`src/rtl/io_port_mq.sv`:
```
// io_port_mq
//   Multi-port request front end for a multi-lane (one lane per tree root)
//   PIFO core. Clients issue push/pop requests over valid/ready; each request
//   is steered to lane tree_id[LW-1:0], arbitrated round-robin among the
//   ports targeting that lane, buffered in a per-lane request FIFO and issued
//   to the core one command per lane per cycle. Every issued pop records its
//   requester in a per-lane tag FIFO so the core's result can be returned to
//   the right client. When several lanes return to one port in the same cycle
//   the lowest lane wins and the others park in a one-entry skid register.
// Ports:
//   i_clk, i_rst        clock, synchronous active-high reset
//   i_req_*             per-port request (valid, pop, tree id, push data)
//   o_req_ready         per-port accept (valid & ready = handshake)
//   o_rsp_valid/_data   per-port registered pop result
//   o_core_*            per-lane registered command to the core
//   i_core_full         per-lane core back-pressure
//   i_core_pop_*        per-lane pop result from the core
module io_port_mq #(
   parameter int PTW       = 16,
   parameter int MTW       = 0,
   parameter int LEVEL     = 4,
   parameter int TREE_NUM  = 4,
   parameter int NUM_PORTS = 2,
   parameter int REQ_DEPTH = 4,
   parameter int TAG_DEPTH = 8,
   localparam int DW  = MTW + PTW,
   localparam int TNB = $clog2(TREE_NUM),
   localparam int NP  = NUM_PORTS,
   localparam int PB  = (NUM_PORTS > 1) ? $clog2(NUM_PORTS) : 1
) (
   input  logic                 i_clk,
   input  logic                 i_rst,
   input  logic [NP-1:0]        i_req_valid,
   input  logic [NP-1:0]        i_req_pop,
   input  logic [NP*TNB-1:0]    i_req_tree_id,
   input  logic [NP*DW-1:0]     i_req_data,
   output logic [NP-1:0]        o_req_ready,
   output logic [NP-1:0]        o_rsp_valid,
   output logic [NP*DW-1:0]     o_rsp_data,
   output logic [LEVEL-1:0]     o_core_push,
   output logic [LEVEL-1:0]     o_core_pop,
   output logic [LEVEL*TNB-1:0] o_core_tree_id,
   output logic [LEVEL*DW-1:0]  o_core_data,
   input  logic [LEVEL-1:0]     i_core_full,
   input  logic [LEVEL-1:0]     i_core_pop_valid,
   input  logic [LEVEL*DW-1:0]  i_core_pop_data
);
   localparam int LW  = $clog2(LEVEL);
   localparam int RAW = $clog2(REQ_DEPTH);
   localparam int TAW = $clog2(TAG_DEPTH);
   // request entry: {pop, port, tree_id, data}
   localparam int EW  = 1 + PB + TNB + DW;

   logic [EW-1:0]    r_rq_mem  [LEVEL][REQ_DEPTH];
   logic [RAW-1:0]   r_rq_rd   [LEVEL];
   logic [RAW-1:0]   r_rq_wr   [LEVEL];
   logic [RAW:0]     r_rq_cnt  [LEVEL];
   logic [PB-1:0]    r_tag_mem [LEVEL][TAG_DEPTH];
   logic [TAW-1:0]   r_tag_rd  [LEVEL];
   logic [TAW-1:0]   r_tag_wr  [LEVEL];
   logic [TAW:0]     r_tag_cnt [LEVEL];
   logic [PB-1:0]    r_rr      [LEVEL];
   logic [LEVEL-1:0] r_skid_v;
   logic [PB-1:0]    r_skid_port [LEVEL];
   logic [DW-1:0]    r_skid_data [LEVEL];
   logic [LEVEL-1:0] r_core_push;
   logic [LEVEL-1:0] r_core_pop;
   logic [TNB-1:0]   r_core_tree [LEVEL];
   logic [DW-1:0]    r_core_data [LEVEL];
   logic [NP-1:0]    r_rsp_v;
   logic [DW-1:0]    r_rsp_data  [NP];

   logic [LW-1:0]    w_port_lane [NP];
   logic [LEVEL-1:0] w_win_v, w_grant, w_issue, w_fresh, w_fresh_srv, w_skid_srv;
   logic [PB-1:0]    w_win      [LEVEL];
   logic [EW-1:0]    w_wr_entry [LEVEL];
   logic [EW-1:0]    w_head     [LEVEL];
   logic [PB-1:0]    w_tag_head [LEVEL];
   logic [NP-1:0]    w_rsp_v;
   logic [DW-1:0]    w_rsp_data [NP];

   genvar gi;
   generate
      for (gi = 0; gi < NP; gi++) begin : g_port
         assign w_port_lane[gi] = i_req_tree_id[gi*TNB +: LW];
         assign o_rsp_data[gi*DW +: DW] = r_rsp_data[gi];
      end
      for (gi = 0; gi < LEVEL; gi++) begin : g_lane
         assign w_head[gi]     = r_rq_mem[gi][r_rq_rd[gi]];
         assign w_tag_head[gi] = r_tag_mem[gi][r_tag_rd[gi]];
         // A pop needs a free tag slot and an empty skid so a parked result
         // can never be overtaken or overwritten by a newer one.
         assign w_issue[gi] = (r_rq_cnt[gi] != '0) && !i_core_full[gi] &&
            (!w_head[gi][EW-1] ||
             ((r_tag_cnt[gi] != (TAW+1)'(TAG_DEPTH)) && !r_skid_v[gi]));
         // Returns without a tag (or during reset) are discarded.
         assign w_fresh[gi] = i_core_pop_valid[gi] && (r_tag_cnt[gi] != '0) && !i_rst;
         assign o_core_tree_id[gi*TNB +: TNB] = r_core_tree[gi];
         assign o_core_data[gi*DW +: DW]      = r_core_data[gi];
      end
   endgenerate

   assign o_core_push = r_core_push;
   assign o_core_pop  = r_core_pop;
   assign o_rsp_valid = r_rsp_v;

   // Per-lane round-robin: scan ports starting at the lane's pointer.
   always_comb begin
      for (int l = 0; l < LEVEL; l++) begin
         w_win_v[l]    = 1'b0;
         w_win[l]      = '0;
         w_wr_entry[l] = '0;
         for (int k = 0; k < NP; k++) begin
            for (int p = 0; p < NP; p++) begin
               if (!w_win_v[l] && ((int'(r_rr[l]) + k) % NP == p) &&
                   i_req_valid[p] && (w_port_lane[p] == LW'(l))) begin
                  w_win_v[l] = 1'b1;
                  w_win[l]   = PB'(p);
               end
            end
         end
         for (int p = 0; p < NP; p++) begin
            if (w_win[l] == PB'(p))
               w_wr_entry[l] = {i_req_pop[p], PB'(p), i_req_tree_id[p*TNB +: TNB],
                                i_req_data[p*DW +: DW]};
         end
         // A full FIFO still accepts when its head leaves in the same cycle.
         w_grant[l] = w_win_v[l] && !i_rst &&
                      ((r_rq_cnt[l] != (RAW+1)'(REQ_DEPTH)) || w_issue[l]);
      end
      for (int p = 0; p < NP; p++)
         o_req_ready[p] = w_grant[w_port_lane[p]] && (w_win[w_port_lane[p]] == PB'(p));
   end

   // Return routing: parked results first, then fresh returns, lowest lane wins.
   always_comb begin
      w_rsp_v     = '0;
      w_skid_srv  = '0;
      w_fresh_srv = '0;
      for (int p = 0; p < NP; p++) begin
         w_rsp_data[p] = '0;
         for (int l = 0; l < LEVEL; l++) begin
            if (!w_rsp_v[p] && r_skid_v[l] && (r_skid_port[l] == PB'(p))) begin
               w_rsp_v[p]    = 1'b1;
               w_skid_srv[l] = 1'b1;
               w_rsp_data[p] = r_skid_data[l];
            end
         end
         for (int l = 0; l < LEVEL; l++) begin
            if (!w_rsp_v[p] && w_fresh[l] && (w_tag_head[l] == PB'(p))) begin
               w_rsp_v[p]     = 1'b1;
               w_fresh_srv[l] = 1'b1;
               w_rsp_data[p]  = i_core_pop_data[l*DW +: DW];
            end
         end
      end
   end

   // Storage without reset: contents are don't-care while pointers are reset.
   always_ff @(posedge i_clk) begin
      for (int l = 0; l < LEVEL; l++) begin
         if (w_grant[l])
            r_rq_mem[l][r_rq_wr[l]] <= w_wr_entry[l];
         if (!i_rst && w_issue[l] && w_head[l][EW-1])
            r_tag_mem[l][r_tag_wr[l]] <= w_head[l][EW-2 -: PB];
         if (w_fresh[l] && !w_fresh_srv[l]) begin
            r_skid_port[l] <= w_tag_head[l];
            r_skid_data[l] <= i_core_pop_data[l*DW +: DW];
         end
      end
   end

   always_ff @(posedge i_clk) begin
      if (i_rst) begin
         for (int l = 0; l < LEVEL; l++) begin
            r_rq_rd[l]     <= '0;
            r_rq_wr[l]     <= '0;
            r_rq_cnt[l]    <= '0;
            r_tag_rd[l]    <= '0;
            r_tag_wr[l]    <= '0;
            r_tag_cnt[l]   <= '0;
            r_rr[l]        <= '0;
            r_core_tree[l] <= '0;
            r_core_data[l] <= '0;
         end
         r_skid_v    <= '0;
         r_core_push <= '0;
         r_core_pop  <= '0;
         r_rsp_v     <= '0;
         for (int p = 0; p < NP; p++)
            r_rsp_data[p] <= '0;
      end else begin
         for (int l = 0; l < LEVEL; l++) begin
            if (w_grant[l]) begin
               r_rq_wr[l] <= r_rq_wr[l] + 1'b1;
               r_rr[l]    <= (int'(w_win[l]) == NP - 1) ? '0 : w_win[l] + 1'b1;
            end
            if (w_issue[l])
               r_rq_rd[l] <= r_rq_rd[l] + 1'b1;
            r_rq_cnt[l] <= r_rq_cnt[l] + {{RAW{1'b0}}, w_grant[l]}
                                       - {{RAW{1'b0}}, w_issue[l]};
            r_core_push[l] <= w_issue[l] && !w_head[l][EW-1];
            r_core_pop[l]  <= w_issue[l] &&  w_head[l][EW-1];
            r_core_tree[l] <= w_issue[l] ? w_head[l][TNB+DW-1 -: TNB] : '0;
            r_core_data[l] <= w_issue[l] ? w_head[l][DW-1:0] : '0;
            if (w_issue[l] && w_head[l][EW-1])
               r_tag_wr[l] <= r_tag_wr[l] + 1'b1;
            if (w_fresh[l])
               r_tag_rd[l] <= r_tag_rd[l] + 1'b1;
            r_tag_cnt[l] <= r_tag_cnt[l]
                            + {{TAW{1'b0}}, (w_issue[l] && w_head[l][EW-1])}
                            - {{TAW{1'b0}}, w_fresh[l]};
            if (w_fresh[l] && !w_fresh_srv[l])
               r_skid_v[l] <= 1'b1;
            else if (w_skid_srv[l])
               r_skid_v[l] <= 1'b0;
         end
         r_rsp_v <= w_rsp_v;
         for (int p = 0; p < NP; p++)
            r_rsp_data[p] <= w_rsp_data[p];
      end
   end

`ifndef SYNTHESIS
   always_ff @(posedge i_clk) begin
      if (!i_rst) begin
         for (int l = 0; l < LEVEL; l++) begin
            if (i_core_pop_valid[l] && (r_tag_cnt[l] == '0))
               $error("io_port_mq: lane %0d returned a pop with no outstanding tag", l);
            if (w_fresh[l] && !w_fresh_srv[l] && r_skid_v[l] && !w_skid_srv[l])
               $error("io_port_mq: lane %0d skid register overflow", l);
         end
      end
   end
`endif

endmodule

```
`config.mk`:
```
export PLATFORM = sky130hd
export DESIGN_NAME = io_port_mq
export DESIGN_NICKNAME = d
export VERILOG_FILES = /design/src/rtl/io_port_mq.sv
export SDC_FILE = /design/constraint.sdc
export NUM_CORES = 1
export LEC_CHECK = 0
export CELL_PAD_IN_SITES_DETAIL_PLACEMENT = 0
export CELL_PAD_IN_SITES_GLOBAL_PLACEMENT = 2
export CORE_UTILIZATION = 45
export CTS_CLUSTER_DIAMETER = 40
export CTS_CLUSTER_SIZE = 30
export DETAILED_ROUTE_END_ITERATION = 6
export HOLD_SLACK_MARGIN = 0.08
export PLACE_DENSITY = 0.86
export SLEW_MARGIN = 10
export SYNTH_ARGS = -nofsm -noshare
export SYNTH_HDL_FRONTEND = slang
export SYNTH_SLANG_ARGS = --single-unit
```
`constraint.sdc`:
```
create_clock -name i_clk -period 6.3 [get_ports i_clk]
set_input_delay 0.945 -clock i_clk [delete_from_list [all_inputs] [get_ports i_clk]]
set_output_delay 0.945 -clock i_clk [all_outputs]
set_load 0.02 [all_outputs]
```
==> load_flow_metrics.sql, run 1 <==
INSERT INTO impl_metrics (metric_group, metric, value, unit) VALUES
('setup_path', 'worst_path_largest_cell_delay', '740', 'ps'),
('floorplan', 'chipWidth', '242', 'um'),
('logic_synthesis', 'async_reset_ff_share', '0', '%'),
('pwr', 'power_per_cell_area', '404', 'mW/mm2'),
('global_route', 'antenna_found_initial', '5', ''),
('min_path', 'hold_path.startpoint', 'r_skid_v[3]', ''),
('min_path', 'type_of_the_worst_min_delay_path', 'reg2reg', ''),
('logic_synthesis', 'synth-edff-count', '464', ''),
('timing', 'layout_worst_path_cycle_share', '89.1', '%'),
('drt', 'routed-via-count', '16100', ''),
('global_route', 'wire_length_of_the_first_global_routing_pass', '100000', 'um'),
('drt', 'drt-wirelength-per-cell', '22.9', 'um'),
('cells_and_area', 'final_cell_mix', '464 x sky130_fd_sc_hd__edfxtp_1, 228 x sky130_fd_sc_hd__clkdlybuf4s50_1, 146 x sky130_fd_sc_hd__dfxtp_1, 119 x sky130_fd_sc_hd__nor2_1, 118 x sky130_fd_sc_hd__nand2_1', ''),
('logic_synthesis', 'synth_xor_area_share', '0.983', '%'),
('floorplan', 'placeableCoreArea', '0.0566', 'mm2'),
('global_route', 'grt_start_max_net_pins', '35', ''),
('setup_path', 'worst-r2r-cell-count', '6', ''),
('clock_tree', 'cts_inserted_buffers', '91', ''),
('placed_design', 'dp.final_hpwl', '43800', 'um'),
('logic_synthesis', 'syn-cell-area', '0.0258', 'mm2'),
('setup_path', 'worst_path_dominant_cell_family', 'compound AO/OA/AOI/OAI gates', ''),
('logic_synthesis', 'yosys_register_bits', '610', ''),
('cells_and_area', 'post_route_cells_drive_above_1_share', '18.1', '%'),
('setup_path', 'crit_buf_inv', '2', ''),
('setup_path', 'path_cells', 'buf_4, mux4_2, o21ai_1, nand2_1, a311oi_2, and2_1, or4_1, clkdlybuf4s50_1', ''),
('logic_synthesis', 'top_ff_cell_synth', 'sky130_fd_sc_hd__edfxtp_1', ''),
('setup_path', 'cp_slowest_cell', 'sky130_fd_sc_hd__a311oi_2', ''),
('clock_tree', 'cts_repair_resize_count', '0', ''),
('run', 'cap_viol_max_count', '0', ''),
('logic_synthesis', 'yosysUniqueCellTypes', '73', ''),
('timing', 'max_slew_margin', '20.1', '%'),
('floorplan', 'floorplan.die_area', '0.0584', 'mm2'),
('timing', 'final.setup_skew', '59.2', 'ps'),
('timing', 'finalMaxSlewViolations', '0', ''),
('setup_path', 'regToRegEndpoint', 'r_rq_mem[3][59]', ''),
('clock_tree', 'tritoncts', 'yes', ''),
('logic_synthesis', 'synth.avg_cell_area', '14.6', 'um2'),
('clock_tree', 'clk_pin_slew_worst_paths', '60', 'ps'),
('timing', 'grt_setup_unrepaired', 'false', ''),
('logic_synthesis', 'mappedNetlistNets', '1953', ''),
('floorplan', 'initial_core_util', '45.7', '%'),
('timing', 'tns', '0', 'ps'),
('setup_path', 'critical_path_class', 'reg2out', ''),
('placed_design', 'buffer_ports.inserted', '229', ''),
('placed_design', 'globalplace.congestion', '0.854', ''),
('pwr', 'power.static_leakage', '11.6', 'nW'),
('timing', 'finalHoldViolCount', '0', ''),
('logic_synthesis', 'synthesis.yosys.warnings', '0', ''),
('min_path', 'hold_end', 'r_skid_v[3]', ''),
('outcome', 'result_of_the_run', 'finished clean', ''),
('cells_and_area', 'layout.nets', '2217', ''),
('logic_synthesis', 'dominant_combinational_cell_family_by_area_after_synthesis', 'multiplexers', ''),
('logic_synthesis', 'synth_cells', '1775', ''),
('setup_path', 'worst_r2r_startpoint', 'r_rq_rd[0][6]', ''),
('drt', 'post_drt_via_cell_ratio', '5.58', ''),
('setup_path', 'maximum_net_fanout_on_the_critical_path', '22', ''),
('cells_and_area', 'most_frequent_standard_cell_in_the_layout_excluding_fill_and_tap_cells', 'sky130_fd_sc_hd__edfxtp_1', ''),
('clock_tree', 'clock_tree.buffer_depth', '3', ''),
('drt', 'detailedRoute.firstIterationViolations', '1227', ''),
('setup_path', 'timing.critical_path.to_type', 'output pin', ''),
('cells_and_area', 'fin_cells', '2878', ''),
('clock_tree', 'cts_post_setup_buffers_inserted', '0', ''),
('global_route', 'grt.total_usage', '22.5', '%'),
('logic_synthesis', 'synthMuxAreaShare', '11.3', '%'),
('pwr', 'ir_drop', '0.281', 'mV'),
('drt', 'aggregate_routed_wire_length', '66000', 'um'),
('clock_tree', 'ctsHoldBuffers', '0', ''),
('timing', 'worst_pin_slew', '1190', 'ps'),
('clock_tree', 'clk-insertion-delay-late', '660', 'ps'),
('timing', 'fmax', '0.178', 'GHz'),
('drt', 'drc_errors', '0', '');
==> through the flow <==
step / util [%] / power, mW / setup slack, ps / hold slack, ps / cell area [um2]
after floorplan: - / 6.87 / 2860 / 505 / 25800
after global placement: 51.2 / 7.84 / 1390 / 604 / 29000
after detailed placement: 51.2 / 7.90 / 1300 / 596 / 29000
after CTS: 56.9 / 13.1 / 621 / 612 / 32200
after global routing: 56.9 / 13.5 / 320 / 630 / 32200
final: 56.9 / 13.0 / 684 / 594 / 32200
==> cells in the mapped netlist, drive strengths merged (29+ instances only) <==
| library cell | instances | share of area, % |
|---|---|---|
| a21oi | 29 | 0.58 |
| and2 | 31 | 0.75 |
| and3 | 77 | 1.9 |
| clkbuf | 63 | 0.92 |
| dfxtp | 146 | 11 |
| edfxtp | 464 | 54 |
| ha | 56 | 2.7 |
| inv | 69 | 1.0 |
| mux2 | 73 | 3.2 |
| mux4 | 82 | 7.1 |
| nand2 | 118 | 1.7 |
| nor2 | 123 | 1.9 |
| nor3 | 60 | 1.2 |
| or2 | 31 | 0.75 |
==> power breakdown <==
group	internal, mW	leakage (nW)	switching (mW)	total [mW]
Clock	3.08	1.57	2.11	5.20
Sequential	4.78	5.45	0.226	5.00
Combinational	1.23	4.62	1.58	2.81
==> flip-flops by register name, indices dropped and copies added (netlist names), 16 cells and up <==
register	flops
r_core_data	64
r_rq_mem	320
r_rsp_data	32
r_skid_data	64
r_tag_cnt	16
r_tag_mem	32
==> tightest hold or removal path, cell delays in order (launching register included) <==
cell and delay [ps]:
sky130_fd_sc_hd__dfxtp_1 370, sky130_fd_sc_hd__o211ai_1 110, sky130_fd_sc_hd__a21oi_1 70
==> cell type report <==
cell class / instances / area [um2]
Antenna cell: 4 / 10.0
Timing Repair Buffer: 260 / 2520
Fill cell: 4437 / 24400
Inverter: 70 / 263
Multi-Input combinational cell: 1006 / 8380
Tap cell: 756 / 946
Clock inverter: 72 / 882
Clock buffer: 100 / 2350
Sequential cell: 610 / 16900
==> worst max path at each step <==
stage                     start        endpoint  slack, ps  depth (start not counted)
2_1_floorplan  i_req_tree_id[2]  o_req_ready[1]       2860                          6
3_3_place_gp      r_rq_rd[0][6]  o_req_ready[1]       1390                          8
3_5_place_dp      r_rq_rd[0][6]  o_req_ready[1]       1300                          8
4_1_cts           r_rq_rd[0][6]  o_req_ready[0]        620                          8
5_1_grt           r_rq_rd[0][6]  o_req_ready[1]        320                          8
6_report          r_rq_rd[0][6]  o_req_ready[0]        680                          8
==> metal layers <==
metal	track usage, %	vias up	routed length, um
li1	-	7297	-
met1	28.5	7985	26400
met2	38.4	651	33300
met3	4.23	124	4440
met4	8.64	2	1800
met5	0	-	17
==> cells by family after synthesis <==
| group | after synthesis |
|---|---|
| fa+ha+maj | 64 |
| compound gates | 197 |
| simple gates | 537 |
| mux | 179 |
| flops | 610 |
| xor+xnor | 29 |
| buf+inv | 159 |
(Power assumes the default switching activity.)
==> run 2, diff against run 1 <==
ABC_AREA = 1   (was default)
CORE_UTILIZATION = 40   (was 45)
PLACE_DENSITY = 0.88   (was 0.86)
==> run 2 against run 1 <==
- the run now ends with DRC left
- power is 5.2% higher
- flip-flop and latch count stayed put
- routed wire length grew 11%
==> load_flow_metrics.sql, run 2 <==
INSERT INTO impl_metrics (metric_group, metric, value, unit) VALUES
('outcome', 'result_of_the_run', 'finished, violations left', ''),
('outcome', 'failed_checks', 'DRC', ''),
('floorplan', 'chipWidth', '259', 'um'),
('cells_and_area', 'fillers', '5874', ''),
('floorplan', 'initial_core_util', '40.4', '%'),
('pwr', 'power.static_leakage', '13.1', 'nW'),
('clock_tree', 'cts_htree_levels', '3', ''),
('floorplan', 'io_pins', '230', ''),
('logic_synthesis', 'async_reset_ff_share', '0', '%'),
('global_route', 'grt_start_max_net_pins', '44', ''),
('logic_synthesis', 'top_ff_cell_synth', 'sky130_fd_sc_hd__edfxtp_1', ''),
('setup_path', 'worst_path_largest_cell_delay', '740', 'ps'),
('floorplan', 'fp-row-count', '94', ''),
('setup_path', 'maximum_net_fanout_on_the_critical_path', '22', ''),
('floorplan', 'die_h', '259', 'um'),
('clock_tree', 'tritoncts', 'yes', ''),
('setup_path', 'critical_path_class', 'reg2out', ''),
('drt', 'routed-via-count', '19400', ''),
('setup_path', 'path_cells', 'inv_1, nand3_1, and2_1, nand2_1, nand2_1, nand3_1, nand2_1, inv_1, nand2_1, o21ai_0, nor2_1, nor2_1, clkdlybuf4s50_1', ''),
('min_path', 'type_of_the_worst_min_delay_path', 'reg2reg', ''),
('logic_synthesis', 'synthesis.yosys.warnings', '0', ''),
('drt', 'detailedRoute.firstIterationViolations', '1705', ''),
('logic_synthesis', 'synth_adder_area_share', '3.25', '%'),
('timing', 'layout_worst_path_cycle_share', '82.7', '%'),
('logic_synthesis', 'synth_simple_gate_area_share', '19.3', '%'),
('setup_path', 'crit_required', '5350', 'ps'),
('logic_synthesis', 'seq_area_frac_synth', '63.6', '%'),
('logic_synthesis', 'syn-cell-area', '0.0265', 'mm2'),
('pwr', 'power_per_cell_area', '416', 'mW/mm2'),
('clock_tree', 'cts_post_setup_buffers_inserted', '0', ''),
('timing', 'tns', '0', 'ps'),
('drt', 'antenna_violating_nets_post_route', '0', ''),
('drt', 'drt-pass1-iter-count', '7', ''),
('logic_synthesis', 'yosys_register_bits', '610', ''),
('logic_synthesis', 'synth.avg_cell_area', '9.96', 'um2'),
('global_route', 'grt_pass1_vias', '19400', ''),
('timing', 'finalHoldViolCount', '0', ''),
('cells_and_area', 'largest_register_ffs', '320', ''),
('cells_and_area', 'final_cell_mix', '571 x sky130_fd_sc_hd__nor2_1, 464 x sky130_fd_sc_hd__edfxtp_1, 306 x sky130_fd_sc_hd__nand2_1, 273 x sky130_fd_sc_hd__inv_1, 257 x sky130_fd_sc_hd__o21ai_0', ''),
('drt', 'aggregate_routed_wire_length', '73400', 'um'),
('setup_path', 'timing.critical_path.to_type', 'output pin', ''),
('logic_synthesis', 'synth-compound-area-share', '7.30', '%'),
('drt', 'drt-wirelength-per-cell', '19.1', 'um'),
('global_route', 'wire_length_of_the_first_global_routing_pass', '111000', 'um'),
('clock_tree', 'ctsRootBufferMaster', 'sky130_fd_sc_hd__clkbuf_16', ''),
('logic_synthesis', 'synthMuxAreaShare', '0', '%'),
('logic_synthesis', 'dominant_combinational_cell_family_by_area_after_synthesis', 'simple AND/OR/NAND/NOR gates', ''),
('global_route', 'antenna_found_initial', '4', ''),
('logic_synthesis', 'yosysUniqueCellTypes', '48', ''),
('cells_and_area', 'post_route_cells_drive_above_1_share', '9.23', '%'),
('timing', 'fmax', '0.192', 'GHz'),
('global_route', 'grt.total_usage', '21.8', '%'),
('clock_tree', 'cts.sinks', '610', ''),
('clock_tree', 'cts_inserted_buffers', '93', ''),
('logic_synthesis', 'mappedNetlistNets', '2838', ''),
('timing', 'max_slew_margin', '21.3', '%'),
('cells_and_area', 'most_frequent_standard_cell_in_the_layout_excluding_fill_and_tap_cells', 'sky130_fd_sc_hd__nor2_1', ''),
('clock_tree', 'ctsHoldBuffers', '0', ''),
('clock_tree', 'cts_repair_resize_count', '0', ''),
('placed_design', 'globalplace.congestion', '0.873', ''),
('drt', 'post_drt_via_cell_ratio', '5.06', ''),
('floorplan', 'placeableCoreArea', '0.0656', 'mm2'),
('clock_tree', 'clk_pin_slew_worst_paths', '50', 'ps'),
('setup_path', 'critPathArrivalTime', '4270', 'ps'),
('logic_synthesis', 'yosys.area.top_type', 'sky130_fd_sc_hd__edfxtp_1', ''),
('setup_path', 'crit_top_cell', 'sky130_fd_sc_hd__nand2_1', ''),
('timing', 'worst_pin_slew', '1180', 'ps'),
('run', 'cap_viol_max_count', '0', ''),
('timing', 'grt_setup_unrepaired', 'false', ''),
('setup_path', 'cp_slowest_cell', 'sky130_fd_sc_hd__edfxtp_1', ''),
('cells_and_area', 'layout.nets', '3076', ''),
('logic_synthesis', 'synth_top_area_share', '52.6', '%'),
('clock_tree', 'clock_tree.buffer_depth', '3', ''),
('logic_synthesis', 'netlist_top_cells_area', 'sky130_fd_sc_hd__edfxtp_1 53%, sky130_fd_sc_hd__dfxtp_1 11%, sky130_fd_sc_hd__nor2_1 8.1%', ''),
('placed_design', 'dp.final_hpwl', '49000', 'um'),
('logic_synthesis', 'synth_commonest_cells', '572 x sky130_fd_sc_hd__nor2_1, 464 x sky130_fd_sc_hd__edfxtp_1, 306 x sky130_fd_sc_hd__nand2_1', ''),
('cells_and_area', 'area.growth.synth_to_final', '24.2', '%'),
('placed_design', 'buffer_ports.inserted', '229', ''),
('global_route', 'grt_remaining_overflow', '0', ''),
('logic_synthesis', 'synthMostInstantiatedCell', 'sky130_fd_sc_hd__nor2_1', ''),
('drt', 'drc_errors', '19', ''),
('logic_synthesis', 'synth-edff-count', '464', ''),
('timing', 'finalMaxSlewViolations', '0', ''),
('timing', 'finalCriticalPeriod', '5210', 'ps'),
('setup_path', 'startpoint_type', 'flop', ''),
('timing', 'setup-violations-final', '0', ''),
('pwr', 'ir_drop', '0.286', 'mV'),
('timing', 'final.setup_skew', '30.0', 'ps'),
('cells_and_area', 'finalCoreUtilization', '50.2', '%'),
('floorplan', 'floorplan.die_area', '0.0673', 'mm2'),
('logic_synthesis', 'synth_xor_area_share', '0.529', '%'),
('clock_tree', 'clk-insertion-delay-late', '660', 'ps'),
('logic_synthesis', 'synth_cells', '2660', '');
-- run 2: cell types whose count changed after synthesis, moves of 82 or more --
cell | previous run | this run
sky130_fd_sc_hd__inv_1 | 67 | 273
sky130_fd_sc_hd__nand2_1 | 118 | 306
sky130_fd_sc_hd__mux4_2 | 82 | 0
sky130_fd_sc_hd__nor2_1 | 120 | 572
sky130_fd_sc_hd__nand3_1 | 24 | 173
sky130_fd_sc_hd__o21ai_0 | 3 | 258
-- run 2: worst max-delay path: cells and delay by family (launching register included) --
kind | cells | cell delay (ps)
AND/OR/NAND/NOR | 9 | 1210
buffers and inverters | 3 | 1580
AO/OA/AOI/OAI | 1 | 90
flip-flops | 1 | 740
-- run 2: final cells by class --
| cell class | count | area (um2) | share of cell area, % |
|---|---|---|---|
| clock inverter | 60 | 669 | 2.03 |
| multi-input combinational | 1638 | 8050 | 24.4 |
| inverter | 296 | 1110 | 3.38 |
| tap | 864 | 1080 | 3.28 |
| timing repair buffer | 259 | 2510 | 7.63 |
| antenna | 1 | 2.50 | 0.00760 |
| sequential | 610 | 16900 | 51.2 |
| clock buffer | 116 | 2630 | 7.99 |
-- run 2: metal layers --
metal  vias to the layer above  part of all wire (%)  GRT usage (%)  routed length, um
met5                         -                 0.044              0                 32
met4                         6                   2.8           7.43               2040
met3                       147                   6.1           4.10               4450
met2                       662                    50           38.4              36900
met1                      9236                    41           26.6              29900
li1                       9394                     -              -                  -
-- run 2: cells by family (layout without fill, tap and decap cells) --
logic type	Yosys count	count (layout)
other	0	1
XOR/XNOR	16	16
flip-flops	610	610
AND/OR/NAND/NOR	1183	1183
adder cells (fa/ha/maj)	64	64
buffers and inverters	412	731
AO/OA/AOI/OAI	375	375
-- run 2: final timing paths --
path,start,to,slack [ps],cells past startpoint
hold reg to reg,r_rq_cnt[0][11],r_rq_cnt[0][11],490,1
setup reg to reg,r_skid_port[0],r_skid_data[3][10],2410,11
hold / removal,r_rq_cnt[0][11],r_rq_cnt[0][11],490,1
setup / recovery,r_rq_rd[0][3],o_req_ready[1],1090,13
-- run 2: through the flow --
stage	area (um2)	hold WS [ps]	power (mW)	worst slack, ps	instances
2_1_floorplan	26500	444	7.31	3050	2660
3_3_place_gp	29600	458	8.44	1530	3667
3_5_place_dp	29600	474	8.53	1580	3667
4_1_cts	32900	486	13.8	1070	3843
5_1_grt	32900	521	14.4	643	3843
6_report	32900	491	13.7	1090	3844
-- run 2: report_power, final --
part | internal (mW) | switching, mW | total (mW)
sequential | 4.85 | 0.266 | 5.11
clock | 3.22 | 2.01 | 5.23
combinational | 1.11 | 2.23 | 3.33
